### src/rtl/spi_cmd_ctrl.sv
// SPI (mode 1) command slave: decodes LED-write, PMOD-read and loopback commands,
// with all pin activity oversampled and synchronized into the single clk domain.
module spi_cmd_ctrl #(
  parameter logic [7:0] ID_BYTE = 8'hA5,
  parameter logic [4:0] LED_RST = 5'b00000
) (
  input  logic       clk,
  input  logic       rst_n,
  input  logic       spi_clk,
  input  logic       spi_cs_n,
  input  logic       spi_mosi,
  output logic       spi_miso,
  input  logic [7:0] pmod,
  output logic [4:0] led,
  output logic       frame_err
);

  localparam logic [2:0] S_IDLE   = 3'd0;
  localparam logic [2:0] S_CMD    = 3'd1;
  localparam logic [2:0] S_WLED   = 3'd2;
  localparam logic [2:0] S_RPMOD  = 3'd3;
  localparam logic [2:0] S_LOOP   = 3'd4;
  localparam logic [2:0] S_IGNORE = 3'd5;

  logic [2:0] sclkSync_q, csSync_q, mosiSync_q;
  logic [1:0] fill_q;
  logic       armed_q;

  logic [2:0] state_q, state_d;
  logic [2:0] bitCnt_q, bitCnt_d;
  logic [7:0] rxShift_q, rxShift_d;
  logic [7:0] txShift_q, txShift_d;
  logic       miso_q, miso_d;
  logic [4:0] led_q, led_d;
  logic       frameErr_q, frameErr_d;

  logic       sclkRise, sclkFall, csRise, csFall, csActive, mosiS;
  logic [7:0] rxByte;

  // Stage 1/2 synchronize, stage 3 is history for edge detection.
  always_ff @(posedge clk or negedge rst_n) begin
    if (!rst_n) begin
      sclkSync_q <= 3'b000;
      csSync_q   <= 3'b111;
      mosiSync_q <= 3'b000;
      fill_q     <= 2'b00;
      armed_q    <= 1'b0;
    end else begin
      sclkSync_q <= {sclkSync_q[1:0], spi_clk};
      csSync_q   <= {csSync_q[1:0], spi_cs_n};
      mosiSync_q <= {mosiSync_q[1:0], spi_mosi};
      fill_q     <= {fill_q[0], 1'b1};
      // A frame may only start after cs_n has been seen high since reset.
      if (fill_q[1] && csSync_q[1]) armed_q <= 1'b1;
    end
  end

  assign sclkRise = ~sclkSync_q[2] &  sclkSync_q[1];
  assign sclkFall =  sclkSync_q[2] & ~sclkSync_q[1];
  assign csRise   = ~csSync_q[2]   &  csSync_q[1];
  assign csFall   =  csSync_q[2]   & ~csSync_q[1];
  assign csActive = ~csSync_q[1];
  assign mosiS    =  mosiSync_q[1];
  assign rxByte   = {rxShift_q[6:0], mosiS};

  always_comb begin
    state_d    = state_q;
    bitCnt_d   = bitCnt_q;
    rxShift_d  = rxShift_q;
    txShift_d  = txShift_q;
    miso_d     = miso_q;
    led_d      = led_q;
    frameErr_d = 1'b0;
    if (csRise) begin
      // Deselect wins over any coincident spi_clk edge.
      state_d    = S_IDLE;
      bitCnt_d   = 3'd0;
      rxShift_d  = 8'h00;
      txShift_d  = 8'h00;
      miso_d     = 1'b0;
      frameErr_d = (bitCnt_q != 3'd0);
    end else if (state_q == S_IDLE) begin
      if (csFall && armed_q) begin
        state_d   = S_CMD;
        bitCnt_d  = 3'd0;
        txShift_d = ID_BYTE;
      end
    end else if (csActive) begin
      if (sclkRise) begin
        miso_d    = txShift_q[7];
        txShift_d = {txShift_q[6:0], 1'b0};
      end
      if (sclkFall) begin
        rxShift_d = rxByte;
        bitCnt_d  = bitCnt_q + 3'd1;
        if (bitCnt_q == 3'd7) begin
          case (state_q)
            S_CMD: begin
              case (rxByte)
                8'h01:   begin state_d = S_WLED;   txShift_d = 8'h00; end
                8'h02:   begin state_d = S_RPMOD;  txShift_d = pmod;  end
                8'h03:   begin state_d = S_LOOP;   txShift_d = 8'h03; end
                default: begin state_d = S_IGNORE; txShift_d = 8'h00; end
              endcase
            end
            S_WLED: begin
              led_d     = rxByte[4:0];
              txShift_d = rxByte;
            end
            S_RPMOD: txShift_d = pmod;
            S_LOOP:  txShift_d = rxByte;
            default: txShift_d = 8'h00;
          endcase
        end
      end
    end
  end

  always_ff @(posedge clk or negedge rst_n) begin
    if (!rst_n) begin
      state_q    <= S_IDLE;
      bitCnt_q   <= 3'd0;
      rxShift_q  <= 8'h00;
      txShift_q  <= 8'h00;
      miso_q     <= 1'b0;
      led_q      <= LED_RST;
      frameErr_q <= 1'b0;
    end else begin
      state_q    <= state_d;
      bitCnt_q   <= bitCnt_d;
      rxShift_q  <= rxShift_d;
      txShift_q  <= txShift_d;
      miso_q     <= miso_d;
      led_q      <= led_d;
      frameErr_q <= frameErr_d;
    end
  end

  assign spi_miso  = miso_q;
  assign led       = led_q;
  assign frame_err = frameErr_q;

endmodule
### config.mk
export PLATFORM = sky130hd
export DESIGN_NAME = spi_cmd_ctrl
export DESIGN_NICKNAME = d
export VERILOG_FILES = /design/src/rtl/spi_cmd_ctrl.sv
export SDC_FILE = /design/constraint.sdc
export NUM_CORES = 1
export LEC_CHECK = 0
export CORE_ASPECT_RATIO = 1.4
export CORE_MARGIN = 1
export CORE_UTILIZATION = 30
export CTS_BUF_LIST = sky130_fd_sc_hd__clkbuf_4
export DETAILED_ROUTE_END_ITERATION = 12
export PLACE_DENSITY = 0.47
export REMOVE_ABC_BUFFERS = 1
export SYNTH_ARGS = -nofsm -noshare
export SYNTH_HDL_FRONTEND = slang
export SYNTH_SLANG_ARGS = --single-unit
### constraint.sdc
create_clock -name clk -period 3.5 [get_ports clk]
set_clock_uncertainty 0.1 [all_clocks]
set_input_delay 0.525 -clock clk [delete_from_list [all_inputs] [get_ports clk]]
set_output_delay 0.525 -clock clk [all_outputs]
set_load 0.01 [all_outputs]
Yosys cells after proc, flatten, opt, wreduce, memory -nomap -nowiden
Cells that the tools add are included.

Output and inout bits: 7. Memories: 0. Bits of input ports: 13. Word-level logic and storage cells: 82. Latch bits: 0. Register bits after elaboration: 39. Bits in read-only memories: 0. RAM bits: 0.

Add/sub/neg operators: 1. Reduce and logical (&&, ||, !) cells: 16. Eq/ne operators: 12. $mul: 0. Shifts and indexed selects: 0. Bitwise logic cells: 10. Order comparisons: 0. Divide/modulo/power cells: 0. Multiplexer cells: 31.

Operators by type and width (count): 8-bit two-way mux (7); 3-bit two-way mux (12); 7-bit two-way mux (4); 8-bit one-hot mux with 3 select lines (1); 8-bit by 2-bit == test with 1-bit output, second input constant (2); 8-bit one-hot mux with 2 select lines (1); 3-bit nonzero test (4); 3-bit one-hot mux with 3 select lines (1); 3-bit AND reduction (3); 8-bit by 1-bit == test with 1-bit output, second input constant (1); 3-bit by 2-bit == test with 1-bit output, second input constant (2); 3-bit == test, second input constant (2); 1-bit NOT (6); 6-bit AND reduction (1); 1-bit two-way mux (5); 5-bit AND reduction (1); 1-bit AND (4); 2-bit nonzero test (2); 3-bit by 1-bit adder with 3-bit output, second input constant (1); 3-bit by 1-bit == test with 1-bit output, second input constant (1); 3-bit zero test (1); 3-bit by 1-bit inequality test with 1-bit output, second input constant (1); 3-bit by 2-bit inequality test with 1-bit output, second input constant (1); 1-bit logical AND (2); other kinds (4) (4).

Longest topological paths before layout
Depth after elaboration: 8. Mapped depth: 6. Mapped depth without buffers: 6.

Least setup slack after synthesis
OpenSTA, ideal clock, no wires.

Path kind: reg-to-reg. Start point: reg bitCnt_q[0]. End point: reg txShift_q[1]. Arrival: 1.588 ns. Period minus slack after synthesis: 1.812 ns. Cell stages (with the launch flop): 7. Required time: 3.276 ns. Buffers on the path: 0. Slack: 1.688 ns. Setup time: 0.124 ns. Cell sequence: dfrtp_1 -> ha_1 -> ha_1 -> and4bb_1 -> and4b_1 -> a22o_1 -> a211o_1.

Cells in the longest elaborated chain, start to end: 6.

Ends and longest elaborated chain: from (decl) (line 30) `logic [2:0] bitCnt_q, bitCnt_d;`; from (signal assigned) (line 130) `bitCnt_q <= bitCnt_d;`; 3-bit == test (line 96) `if (bitCnt_q == 3'd7) begin`; 8-bit two-way mux (line 96); 8-bit two-way mux (line 93) `if (sclkFall) begin`; 8-bit two-way mux (line 88) `end else if (csActive) begin`; 8-bit two-way mux (line 82) `end else if (state_q == S_IDLE) begin`; 8-bit two-way mux (line 74) `if (csRise) begin`; to (signal assigned) (line 132) `txShift_q <= txShift_d;`; to (decl) (line 32) `logic [7:0] txShift_q, txShift_d;`.

Every way passes these cells. The select of a mux whose other input is x is not followed. A chain may end at the register's enable or synchronous reset.

Worst setup path after layout
Ends and elaborated chain as after synthesis.

==> flow_summary.ini <==
[floorplanning]
fp-row-count = 34
io_pins = 20
start_util_pct = 31.2
die_w_um = 70.2
coreArea_um2 = 6250
dieHeight_um = 97.4
die_area_um2 = 6840

[layout]
drive_above_1_share_pct = 12.9
multi_input_area_um2 = 893
syn2layout_area_growth_pct = 15.1
fillers = 646
fin_util_pct = 35.9
num_antenna_cells = 0
final_nets = 224
ff_latch_area_um2 = 980

[worst_setup_path]
critPathKind = flop to flop
r2r_slack_ns = 1.53
cp.required_ns = 3.63
path_max_fanout = 5
arrival_ns = 2.11
start_kind = flop
critPathCaptureType = flop

[placement]
port_buffers = 19
hpwlAfterDp_um = 3120
place.gp.congestion = 0.794

[timing]
tns_ns = 0
whs_ns = 0.184
hold_viol = 0
maxClockFrequency_ghz = 0.507
period_share_pct = 56.3
timing.final.max_slew_violations = 0
setup_viol = 0
period_minus_slack_ns = 1.97
worst_pin_slew_ns = 0.885
maxSlewHeadroom_pct = 41.0
rsz0062_at_grt = false

[yosys]
synth-simple-area-share_pct = 22.1
syn-cell-area_um2 = 1950
synth_top_family_by_area = simple AND/OR/NAND/NOR gates
yosysSeqAreaShare_pct = 50.2
syn_inst = 188
yosysTopAreaCell = dfrtp_1
avgSynthCellArea_um2 = 10.4
muxShareOfSynthArea_pct = 2.44
synth_xor_area_share_pct = 0.897
synth_top_area_share_pct = 46.2
synth_adder_area_share_pct = 1.92
yosysWarnings = 0
synth.area.top_cells = dfrtp_1 (46%), dfstp_2 (4.0%), nand3_1 (3.3%), o21ai_1 (3.3%), nand2_1 (3.3%)
ys_types = 51
ys_seq_elements = 39
synth-compound-area-share_pct = 18.2

[outcome]
outcome = complete, no violations

[global_route]
antenna_found_initial = 0
grt_max_degree = 40
grt_pass1_vias = 1401
grt_use_total_pct = 13.9
grt_overflow_total = 0
grt_pass1_wl_um = 7320

[cts]
cts.sink_count = 39
cts_buffers = 5
clk_pin_slew_ns = 0.13
root_buffer = clkbuf_4
cts_setup_buffers = 0
holdBufCountCts = 0
cts_tree = done
h-tree-depth = 2
clock_path_buffers = 2
cts-resized-gates = 0
worst_skew_pair.late_latency_ns = 0.35

[detailed_routing]
vias = 1452
wl_per_cell_um = 15.6
firstDrtPassIters = 4
ant_nets = 0
drc = 0
wirelength_um = 4380
viasPerCell = 5.17
dr.first_iter.drc_count = 47

[pwr]
ir_drop_v = 0.000199
swShare_pct = 27.6
clkPwrFrac_pct = 28.6
p_leak_nw = 0.935
p_int_uw = 627
pwr-share-seq_pct = 58.1
p_switching_uw = 239
power_density_nw_per_um2 = 386
p_comb_share_pct = 13.3

[run]
cap_violations = 0

[min_path]
hold_path_class = input pin to async pin
layout make-up:
cell class | count | share of cell area, %
clock buffers | 7 | 2.34
clock inverters | 1 | 0.334
inverters | 10 | 1.67
multi-input cells | 133 | 39.8
flip-flops and latches | 39 | 43.6
well taps | 72 | 4.01
repair buffers | 19 | 8.25
power by group through the flow:
stage / Sequential [mW] / Clock (mW) / Combinational, mW
6_report: 0.503 / 0.248 / 0.115
5_1_grt: 0.508 / 0.274 / 0.128
4_1_cts: 0.503 / 0.259 / 0.117
3_5_place_dp: 0.512 / 0 / 0.116
3_3_place_gp: 0.512 / 0 / 0.116
2_1_floorplan: 0.504 / 0 / 0.0731
synth_stat cells (all sizes together):
cell type / n
dfrtp: 36
nand2: 17
o21ai: 15
nand3: 14
a21oi: 13
inv: 10
nor2: 9
nor2b: 8
nand2b: 6
buf: 5
a221o: 4
a22o: 4
dfstp: 3
ha: 3
mux2: 3
nor3: 3
a21boi: 2
a32oi: 2
a41oi: 2
and2: 2
and4bb: 2
nand3b: 2
nand4: 2
o221ai: 2
or3: 2
xor2: 2
a211o: 1
a211oi: 1
a21o: 1
a221oi: 1
a41o: 1
and2b: 1
and3: 1
and4b: 1
clkbuf: 1
conb: 1
mux2i: 1
nor3b: 1
nor4: 1
o211ai: 1
o31ai: 1
cells by family after synthesis:
family                     Yosys count
and+or+nand+nor                     72
AOI/OAI and AO/OA                   51
DFF                                 39
buffers and inverters               16
muxes                                4
adders and majority gates            3
xor gates and xnor gates             2
other                                1
routing by layer:
metal  global-route usage [%]  share of wire (%)  vias to the layer above
li1                         -                  -                      719
met4                     5.38                2.1                        0
met3                     2.80                2.5                        9
met1                     16.6                 45                      700
met5                        0                  0                        -
met2                     24.1                 51                       24
cells in the final DEF (no fill, tap or decap), types with 2 or more instances in the layout:
master / Yosys / final
a21boi_0: 2 / 2
a21oi_1: 11 / 11
a21oi_2: 2 / 2
a221o_1: 4 / 4
a22o_1: 4 / 4
a32oi_1: 2 / 2
a41oi_1: 2 / 2
and4bb_1: 2 / 2
clkbuf_4: 0 / 7
clkdlybuf4s50_1: 0 / 18
dfrtp_1: 36 / 36
dfstp_2: 3 / 3
ha_1: 3 / 3
inv_1: 10 / 10
nand2_1: 17 / 17
nand2b_1: 5 / 5
nand3_1: 13 / 13
nand4_1: 2 / 2
nor2_1: 9 / 9
nor2b_1: 8 / 8
nor3_1: 2 / 2
o21ai_0: 2 / 2
o21ai_1: 13 / 13
o221ai_1: 2 / 2
or3_4: 2 / 2
xor2_1: 2 / 2
through the flow:
stage                     power [mW]  instances  setup slack (ns)  instance area (um^2)
after global routing           0.910        281              1.44                  2250
after floorplan                0.577        182              1.69                  1910
final                          0.866        281              1.53                  2250
after detailed placement       0.628        273              1.52                  2190
after global placement         0.629        273              1.56                  2190
after CTS                      0.879        281              1.53                  2250
registers in the layout, indices dropped and copies added, names as in the netlist:
register,cells
txShift_q,8
rxShift_q,7
led,5
bitCnt_q,3
csSync_q,3
sclkSync_q,3
state_q,3
fill_q,2
mosiSync_q,2
armed_q,1
frame_err,1
spi_miso,1
worst paths after layout:
kind                                             to  cells past startpoint               startpoint
min in group clk                fill_q[1]$_DFF_PN0_                      0      fill_q[0]$_DFF_PN0_
hold / removal             txShift_q[5]$_DFFE_PN0P_                      1                    rst_n
max in group asynchronous  txShift_q[1]$_DFFE_PN0P_                      1                    rst_n
setup / recovery           txShift_q[1]$_DFFE_PN0P_                      6  bitCnt_q[0]$_DFFE_PN0P_
hold reg to reg                 fill_q[1]$_DFF_PN0_                      0      fill_q[0]$_DFF_PN0_
setup reg to reg           txShift_q[1]$_DFFE_PN0P_                      6  bitCnt_q[0]$_DFFE_PN0P_
critical path: stages, from the launching register on:
cell and delay (ns):
dfrtp_1 0.42, ha_1 0.20, ha_1 0.24, and4bb_1 0.28
and4b_1 0.23, a22o_1 0.17, a211o_1 0.22
No activity file was read; power rests on OpenSTA's default activity.
